$ cat config.mk
export PLATFORM = sky130hd
export DESIGN_NAME = ggt_display
export DESIGN_NICKNAME = d
export VERILOG_FILES = /design/src/rtl/ggt_pkg.sv /design/src/rtl/seg7_dec.sv /design/src/rtl/ggt_display.sv
export SDC_FILE = /design/constraint.sdc
export NUM_CORES = 1
export LEC_CHECK = 0
export CAP_MARGIN = 20
export CORE_UTILIZATION = 44
export DETAILED_ROUTE_END_ITERATION = 10
export DONT_BUFFER_PORTS = 1
export PLACE_DENSITY = 0.66
export REMOVE_ABC_BUFFERS = 1
export SYNTH_ARGS = -nofsm -noshare
export SYNTH_HDL_FRONTEND = slang
export SYNTH_SLANG_ARGS = --single-unit
export TNS_END_PERCENT = 1
$ cat constraint.sdc
create_clock -name clk -period 4.4 [get_ports clk]
set_clock_uncertainty 0.2 [all_clocks]
set_input_delay 0.66 -clock clk [delete_from_list [all_inputs] [get_ports clk]]
set_output_delay 0.66 -clock clk [all_outputs]
set_load 0.005 [all_outputs]
$ cat src/rtl/ggt_pkg.sv
// ggt_pkg: definitions shared by the GCD result display stage.
//   state_t     - display FSM state encoding (2 bits)
//   SEG_*       - active-low 7-segment codes, bit order {g,f,e,d,c,b,a}
//   NUM_DIGITS  - number of multiplexed display digits
//   BCD_WIDTH   - width of the three-digit BCD display register
package ggt_pkg;

    typedef enum logic [1:0] {
        IDLE = 2'd0,
        CONV = 2'd1,
        SHOW = 2'd2
    } state_t;

    localparam logic [6:0] SEG_0     = 7'h40;
    localparam logic [6:0] SEG_1     = 7'h79;
    localparam logic [6:0] SEG_2     = 7'h24;
    localparam logic [6:0] SEG_3     = 7'h30;
    localparam logic [6:0] SEG_4     = 7'h19;
    localparam logic [6:0] SEG_5     = 7'h12;
    localparam logic [6:0] SEG_6     = 7'h02;
    localparam logic [6:0] SEG_7     = 7'h78;
    localparam logic [6:0] SEG_8     = 7'h00;
    localparam logic [6:0] SEG_9     = 7'h10;
    localparam logic [6:0] SEG_BLANK = 7'h7F;

    localparam int NUM_DIGITS = 4;
    localparam int BCD_WIDTH  = 12;

endpackage

$ cat src/rtl/seg7_dec.sv
// seg7_dec: combinational BCD digit to active-low 7-segment decoder.
//   bcd   in  4  BCD digit 0..9 (codes 10..15 render blank)
//   blank in  1  force all segments off
//   seg   out 7  segments {g,f,e,d,c,b,a}, active-low
module seg7_dec
    import ggt_pkg::*;
(
    input  logic [3:0] bcd,
    input  logic       blank,
    output logic [6:0] seg
);

    always_comb begin
        seg = SEG_BLANK;
        if (!blank) begin
            case (bcd)
                4'd0:    seg = SEG_0;
                4'd1:    seg = SEG_1;
                4'd2:    seg = SEG_2;
                4'd3:    seg = SEG_3;
                4'd4:    seg = SEG_4;
                4'd5:    seg = SEG_5;
                4'd6:    seg = SEG_6;
                4'd7:    seg = SEG_7;
                4'd8:    seg = SEG_8;
                4'd9:    seg = SEG_9;
                default: seg = SEG_BLANK;
            endcase
        end
    end

endmodule

$ cat src/rtl/ggt_display.sv
// ggt_display: captures each non-zero GCD result, converts it to BCD with a
// sequential double-dabble converter and drives a 4-digit multiplexed
// common-anode 7-segment display with leading-zero blanking.
//   clk   in  1  system clock, rising edge
//   rst   in  1  asynchronous reset, active-low
//   ggt   in  8  GCD result, non-zero for one cycle when a result is ready
//   clr   in  1  synchronous clear of the held value, active-high
//   seg   out 7  segments {g,f,e,d,c,b,a}, active-low, registered
//   an    out 4  digit enables, active-low one-hot, an[0] = ones, registered
//   busy  out 1  conversion in progress
//   valid out 1  a converted value is being displayed
module ggt_display
    import ggt_pkg::*;
#(
    parameter int SCAN_DIV = 50000
) (
    input  logic       clk,
    input  logic       rst,
    input  logic [7:0] ggt,
    input  logic       clr,
    output logic [6:0] seg,
    output logic [3:0] an,
    output logic       busy,
    output logic       valid
);

    localparam int              PW       = $clog2(SCAN_DIV);
    localparam logic [PW-1:0]   PRESC_TC = PW'(SCAN_DIV - 1);
    localparam int              IW       = $clog2(NUM_DIGITS);
    localparam int              SRW      = BCD_WIDTH + 8;

    // One double-dabble iteration: nibbles >= 5 get +3, then shift left.
    function automatic logic [SRW-1:0] dabble(input logic [SRW-1:0] v);
        logic [SRW-1:0] t;
        t = v;
        if (t[11:8]  >= 4'd5) t[11:8]  = t[11:8]  + 4'd3;
        if (t[15:12] >= 4'd5) t[15:12] = t[15:12] + 4'd3;
        if (t[19:16] >= 4'd5) t[19:16] = t[19:16] + 4'd3;
        return {t[SRW-2:0], 1'b0};
    endfunction

    state_t                 state, state_n;
    logic [2:0]             iter;
    logic [SRW-1:0]         sr, sr_nxt;
    logic [BCD_WIDTH-1:0]   disp;
    logic [PW-1:0]          presc;
    logic [IW-1:0]          idx;
    logic [3:0]             dig;
    logic                   dig_blank;
    logic [6:0]             seg_d;
    logic                   capture;
    logic                   last_iter;

    // clr has priority over a result arriving in the same cycle.
    assign capture   = (state != CONV) && (ggt != 8'd0) && !clr;
    assign last_iter = (state == CONV) && (iter == 3'd7) && !clr;
    assign sr_nxt    = dabble(sr);

    assign busy  = (state == CONV);
    assign valid = (state == SHOW);

    always_ff @(posedge clk or negedge rst) begin
        if (!rst) state <= IDLE;
        else      state <= state_n;
    end

    always_comb begin
        state_n = state;
        case (state)
            IDLE, SHOW: begin
                if (clr)          state_n = IDLE;
                else if (capture) state_n = CONV;
            end
            CONV: begin
                if (clr)            state_n = IDLE;
                else if (last_iter) state_n = SHOW;
            end
            default: state_n = IDLE;
        endcase
    end

    // Conversion shift register: pure data, always loaded before use.
    always_ff @(posedge clk) begin
        if (capture)             sr <= {{BCD_WIDTH{1'b0}}, ggt};
        else if (state == CONV)  sr <= sr_nxt;
    end

    // Iteration count and held display value.
    always_ff @(posedge clk or negedge rst) begin
        if (!rst) begin
            iter <= 3'd0;
            disp <= '0;
        end else begin
            if (capture)             iter <= 3'd0;
            else if (state == CONV)  iter <= iter + 3'd1;
            if (last_iter)           disp <= sr_nxt[SRW-1:8];
        end
    end

    // Scan prescaler and digit index.
    always_ff @(posedge clk or negedge rst) begin
        if (!rst) begin
            presc <= '0;
            idx   <= '0;
        end else if (presc == PRESC_TC) begin
            presc <= '0;
            idx   <= idx + IW'(1);
        end else begin
            presc <= presc + PW'(1);
        end
    end

    // Digit selection with leading-zero blanking; everything blank unless
    // a finished value is on display.
    always_comb begin
        dig       = 4'd0;
        dig_blank = 1'b1;
        if (valid) begin
            case (idx)
                2'd0: begin
                    dig       = disp[3:0];
                    dig_blank = 1'b0;
                end
                2'd1: begin
                    dig       = disp[7:4];
                    dig_blank = (disp[11:4] == 8'd0);
                end
                2'd2: begin
                    dig       = disp[11:8];
                    dig_blank = (disp[11:8] == 4'd0);
                end
                default: begin
                    dig       = 4'd0;
                    dig_blank = 1'b1;
                end
            endcase
        end
    end

    seg7_dec u_dec (
        .bcd   (dig),
        .blank (dig_blank),
        .seg   (seg_d)
    );

    // Output registers: seg/an follow idx and the display value one cycle later.
    always_ff @(posedge clk or negedge rst) begin
        if (!rst) begin
            seg <= SEG_BLANK;
            an  <= 4'b1110;
        end else begin
            seg <= seg_d;
            an  <= ~(4'b0001 << idx);
        end
    end

endmodule

After elaboration in Yosys (flattened, before gate mapping) --
Memories as Yosys holds them, arrays and structs flattened. Index checks and enable logic that the tools add are counted.
Cells by class: add/sub/neg operators 6, order comparisons 3, equality and inequality tests 9, shift operators 1, muxes and demuxes 18, bitwise operators 1, reductions and logical operators 13
Operators with widths (number):
- adder 16 x 1 -> 16 bit (second input constant) | 1
- == test 16 bit (second input constant) | 1
- 2-to-1 mux 16 bit | 1
- 2-to-1 mux 8 bit | 2
- >= comparator 4 x 3 -> 1 bit (second input constant) | 3
- 2-to-1 mux 4 bit | 3
- one-hot mux 4 bit (3 select lines) | 1
- 2-to-1 mux 3 bit | 3
- adder 4 x 2 -> 4 bit (second input constant) | 2
- zero test 8 bit | 1
- 2-to-1 mux 2 bit | 4
- nonzero test 8 bit | 1
- 2-to-1 mux 7 bit | 1
- == test 2 x 1 -> 1 bit (second input constant) | 2
- == test 2 bit (second input constant) | 2
- logical AND 1 bit | 4
- zero test 2 bit | 2
- zero test 4 bit | 1
- NOT 4 bit | 1
- one-hot mux 2 bit (2 select lines) | 1
- left shift 1 x 2 -> 4 bit (first input constant) | 1
- adder 3 x 1 -> 3 bit (second input constant) | 1
- adder 3 x 2 -> 3 bit (second input constant) | 1
- == test 3 bit (second input constant) | 1
- other kinds (10) | 10
Storage, ports and cells: register bits 66, bits in read-only memories 112, input port bits 11, output and inout port bits 13, logic and storage cells 61, memories 1
Memory list:
- (no name shown) | words 16, bits a word 7, read ports 1, clocked after memory_dff 0, write ports 0, RTL line seg7_dec.sv:16 | case (bcd)

Depth between registers and ports, before layout --
depth after elaboration 6, mapped depth 9, depth with buffers taken out 9

Hierarchy --
From an unflattened synthesis, not the netlist that was laid out.
Second synthesis, totals: cell total of the unflattened synthesis 284, area total of the unflattened synthesis 3245.6 um2
Modules (own cells, without submodules):
- ggt_display | instances 1, cells an instance 251, area an instance 3009.1 um2, sequential area each 1644.1 um2
- seg7_dec | instances 1, cells an instance 33, area an instance 236.5 um2, sequential area each 0.0 um2

Least setup slack after synthesis --
Ideal clock, no wire load.
path kind flip-flop to flip-flop, start point register idx[0], end point register seg[4], setup time 0.062 ns, arrival time 2.169 ns, data required time 4.138 ns, setup slack 1.969 ns, cell stages (with the launch flop) 9, buffers on the path 1, period minus slack after synthesis 2.431 ns, cell sequence dfrtp_1 -> ha_1 -> or3b_2 -> clkbuf_1 -> or2_2 -> ha_1 -> mux2_1 -> nand2_1 -> a221o_1
On the way: longest elaborated chain between the ends 5, elaborated cells between the ends (all ways) 9, classes of those cells eq/ne: 2; mux: 5; reduce/logical: 1; memory: 1
RTL lines:
- start: declaration | RTL line ggt_display.sv:47 | logic [IW-1:0] idx;
- start signal: assignment | RTL line ggt_display.sv:107 | idx <= idx + IW'(1);
- == test 2 bit, or another cell as far along | RTL line ggt_display.sv:119 | case (idx)
- one-hot mux 4 bit (3 select lines) | RTL line ggt_display.sv:119
- 2-to-1 mux 4 bit | RTL line ggt_display.sv:118 | if (valid) begin
- memory read (16 x 7 bit)
- 2-to-1 mux 7 bit (*) | RTL line seg7_dec.sv:15 | if (!blank) begin
- named net seg_d[4] | RTL line ggt_display.sv:50 | logic [6:0] seg_d;
- end signal: assignment | RTL line ggt_display.sv:152 | seg <= seg_d;
- end: declaration | RTL line ggt_display.sv:21 | output logic [6:0] seg,
Mark *: on every way through the listed nets, which the timed path passes. The rest lies on a longest branch. A chain may end at the register's enable or synchronous reset.

Worst setup path in the final report --
start point register state[0], end point register sr[2] (data pin)
On the way: longest elaborated chain between the ends 4
RTL lines:
- start: declaration | RTL line ggt_display.sv:42 | state_t state, state_n;
- start signal: assignment | RTL line ggt_display.sv:64 | else state <= state_n;
- != test 2 x 1 -> 1 bit | RTL line ggt_display.sv:55 | assign capture = (state != CONV) && (ggt != 8'd0) && !clr;
- logical AND 1 bit (2 in series) | RTL line ggt_display.sv:55
- 2-to-1 mux 8 bit | RTL line ggt_display.sv:84 | if (capture) sr <= {{BCD_WIDTH{1'b0}}, ggt};
- end signal: assignment | RTL line ggt_display.sv:84
- end signal: assignment | RTL line ggt_display.sv:85 | else if (state == CONV) sr <= sr_nxt;
- end: declaration | RTL line ggt_display.sv:44 | logic [SRW-1:0] sr, sr_nxt;
Every way passes these cells.

==> reports/results.txt <==
Tcrit/Tclk final - 60.44%
RSZ-0062 raised after global routing - false
vias per inst - 5.490
first-pass GRT wire length - 9694 um
die area - 7581 um^2
Mapped Area - 3184 um^2
clk slew on worst S/H paths - 0.07 ns
post-CTS setup buffer count - 0
flop-to-flop setup slack - 1.74 ns
CP Capture Type - flop
DRT iter0 DRCs - 136
post-route cell area - 3517 um^2
worst-skew pair later-pin latency - 0.34 ns
vias - 2,174
type of origin of the critical path - flop
Tmin final - 2.659 ns
terminus of the critical flop-to-flop path - sr[2]
switch share - 24.69%
Clock Path Buffers - 2
EDFF count, synth - 8
switching power - 324.1 uW
CTS buffer count - 9
FFs w/ async S/R, synth - 69.70%
Crit path arrival time - 2.54 ns
Final Wtd Congestion - 0.7847
endpoints failing setup - 0
largest net degree at the start of global routing - 47
crit path launch - state[0]
Slew Viols, Final - 0
Total GRT Usage - 16.84%
post-synthesis sequential area ratio - 51.63%
clk sink count - 66
Netlist cell types - 51
gr ovfl total - 0
Root Buffer - clkbuf_8
Layout area overhead - 10.45%
WS Path Type - flop to flop
mean cell area of the mapped netlist - 11.06 um^2
WL per Instance - 14.35 um
DRT Pass-1 Iters - 4
ys flop type - dfrtp_1
reg2reg start - state[0]
row count - 30
hpwl dp - 4122 um
CTS tree - yes
Worst Hold End - state[0]
routed wire length - 5683 um
max-cap violation count - 0
Max Clk Rate - 376.0 MHz
Post-layout nets - 325
die span in x - 87.07 um
Die Y - 87.07 um
Power Total - 1.312 mW
Gates resized, CTS repair - 0
VDD IR max - 0.2025 mV
Post-DP Area - 3283 um^2
initial core utilization - 46.11%
yosys warns - 0
Final Hold Vio Count - 0
Slew @ Worst Pin - 0.8684 ns
initial antenna violation count - 0
Residual DRC - 0
combinational share of power - 9.8%
Synth Instances - 288
Leakage - 1.432 nW
layout cells sized above 1 - 16.67%
number of cells on the worst reg-to-reg path - 4
clock group share of total power - 38.3%
vias in the first global route - 2,063
Routed Antenna Nets - 0
PwrDens - 373.1 nW/um^2
status - completed
Sequential Power Share - 51.9%
Max Fanout on Critical Path - 17
HP Class - input port to flop
antenna cells - 0
H-tree levels - 3
Critical Path RT - 4.28 ns
Hold Path Depth - 1
number of synthesized register bits - 66
PortBufs - 0
Rel. slew slack - 42.11%
num ports - 24
cell internal pwr - 988.3 uW
# hold bufs at CTS - 2
core area - 6907 um^2
setup_tns - 0 ns
HP Start - clr
## worst max-delay path by stage
stage | to | slack [ns]
floorplan | sr[0] | 1.75
global placement | sr[7] | 1.81
detailed placement | sr[2] | 1.73
CTS | sr[2] | 1.70
global route | sr[2] | 1.48
finish | sr[2] | 1.74
## metal layers
layer | track usage (%) | wire length, um | up-vias
li1 | - | - | 1056
met1 | 23.32 | 2820 | 1049
met5 | 0 | 0 | -
met4 | 7.424 | 93 | 0
met3 | 4.834 | 270 | 9
met2 | 24.41 | 2498 | 60
## synthesized netlist by cell type (3+ instances only)
cell type | n | area, um^2
ha_1 | 19 | 237.7
dfstp_2 | 10 | 262.8
nand3_1 | 5 | 25.02
nand4_1 | 5 | 31.28
o21ai_0 | 16 | 80.08
nand2_1 | 27 | 101.4
mux2_2 | 15 | 168.9
nand2b_1 | 4 | 25.02
o2bb2ai_1 | 4 | 35.03
a32o_1 | 3 | 30.03
xnor2_1 | 9 | 78.83
nor3b_1 | 6 | 45.04
a22o_1 | 8 | 70.07
dfxtp_1 | 12 | 240.2
or3_1 | 5 | 31.28
clkbuf_1 | 5 | 18.77
or4_1 | 4 | 30.03
nor2_1 | 12 | 45.04
inv_1 | 19 | 71.32
edfxtp_1 | 8 | 240.2
xor2_1 | 4 | 35.03
a222oi_1 | 4 | 40.04
dfrtp_1 | 36 | 900.9
a21oi_1 | 11 | 55.05
## state kept, by name, summed over array words and instances, names as in the netlist
name / flops
iter: 3
an: 4
sr: 20
idx: 2
state: 2
presc: 16
disp: 12
seg: 7
## layout by cell type, fill, tap and decap left out, drive strengths merged, types with 3 or more instances in the layout
cell,netlist,final
nand4,5,5
nand2,27,27
o21ai,16,16
clkinv,1,3
a222oi,4,4
or3,5,5
xnor2,9,9
nor3,3,3
nand3,5,5
inv,19,19
a21oi,11,11
a22o,8,8
mux2,16,16
dfxtp,12,12
dfstp,10,10
clkbuf,5,11
xor2,4,4
nor2,12,12
ha,19,19
dfrtp,36,36
nor3b,6,6
or4,4,4
nand2b,4,4
a32o,3,3
edfxtp,8,8
o2bb2ai,4,4
## logic make-up after synthesis
group	share of synthesized area (%)
compound gates	13.01
xor+xnor	3.576
fa+ha+maj	7.466
buf+inv	3.261
flops	51.63
mux	5.972
simple gates	15.09
## metrics by stage
stage / utilization, % / setup WS (ns) / instances / hold slack (ns)
after floorplan: - / 1.747 / 281 / 0.1644
after global placement: 47.54 / 1.810 / 378 / 0.1657
after detailed placement: 47.54 / 1.726 / 378 / 0.1660
after CTS: 50.92 / 1.703 / 396 / 0.1769
after global routing: 50.92 / 1.477 / 396 / 0.1618
final: 50.92 / 1.741 / 396 / 0.1851
## critical path, stage by stage (launching register included)
cell	delay (ns)
dfrtp_1	0.43
nand2b_1	0.31
clkinv_1	0.49
nor3_2	0.59
mux2_2	0.40
## power groups by stage
| stage | Clock [mW] | Sequential [mW] | Combinational (mW) |
|---|---|---|---|
| after floorplan | 0 | 0.683 | 0.0949 |
| after global placement | 0 | 0.691 | 0.114 |
| final | 0.502 | 0.681 | 0.129 |
| after global routing | 0.543 | 0.685 | 0.146 |
| after detailed placement | 0 | 0.692 | 0.117 |
| after CTS | 0.513 | 0.680 | 0.131 |
## layout make-up
class | instances | area (um^2)
Inverter | 20 | 75.07
Fill cell | 645 | 3390
Tap cell | 96 | 120.1
Clock inverter | 5 | 55.05
Clock buffer | 11 | 141.4
Multi-Input combinational cell | 195 | 1436
Sequential cell | 66 | 1644
Timing Repair Buffer | 3 | 45.04
Note: power is estimated with default switching activity, not from simulation.
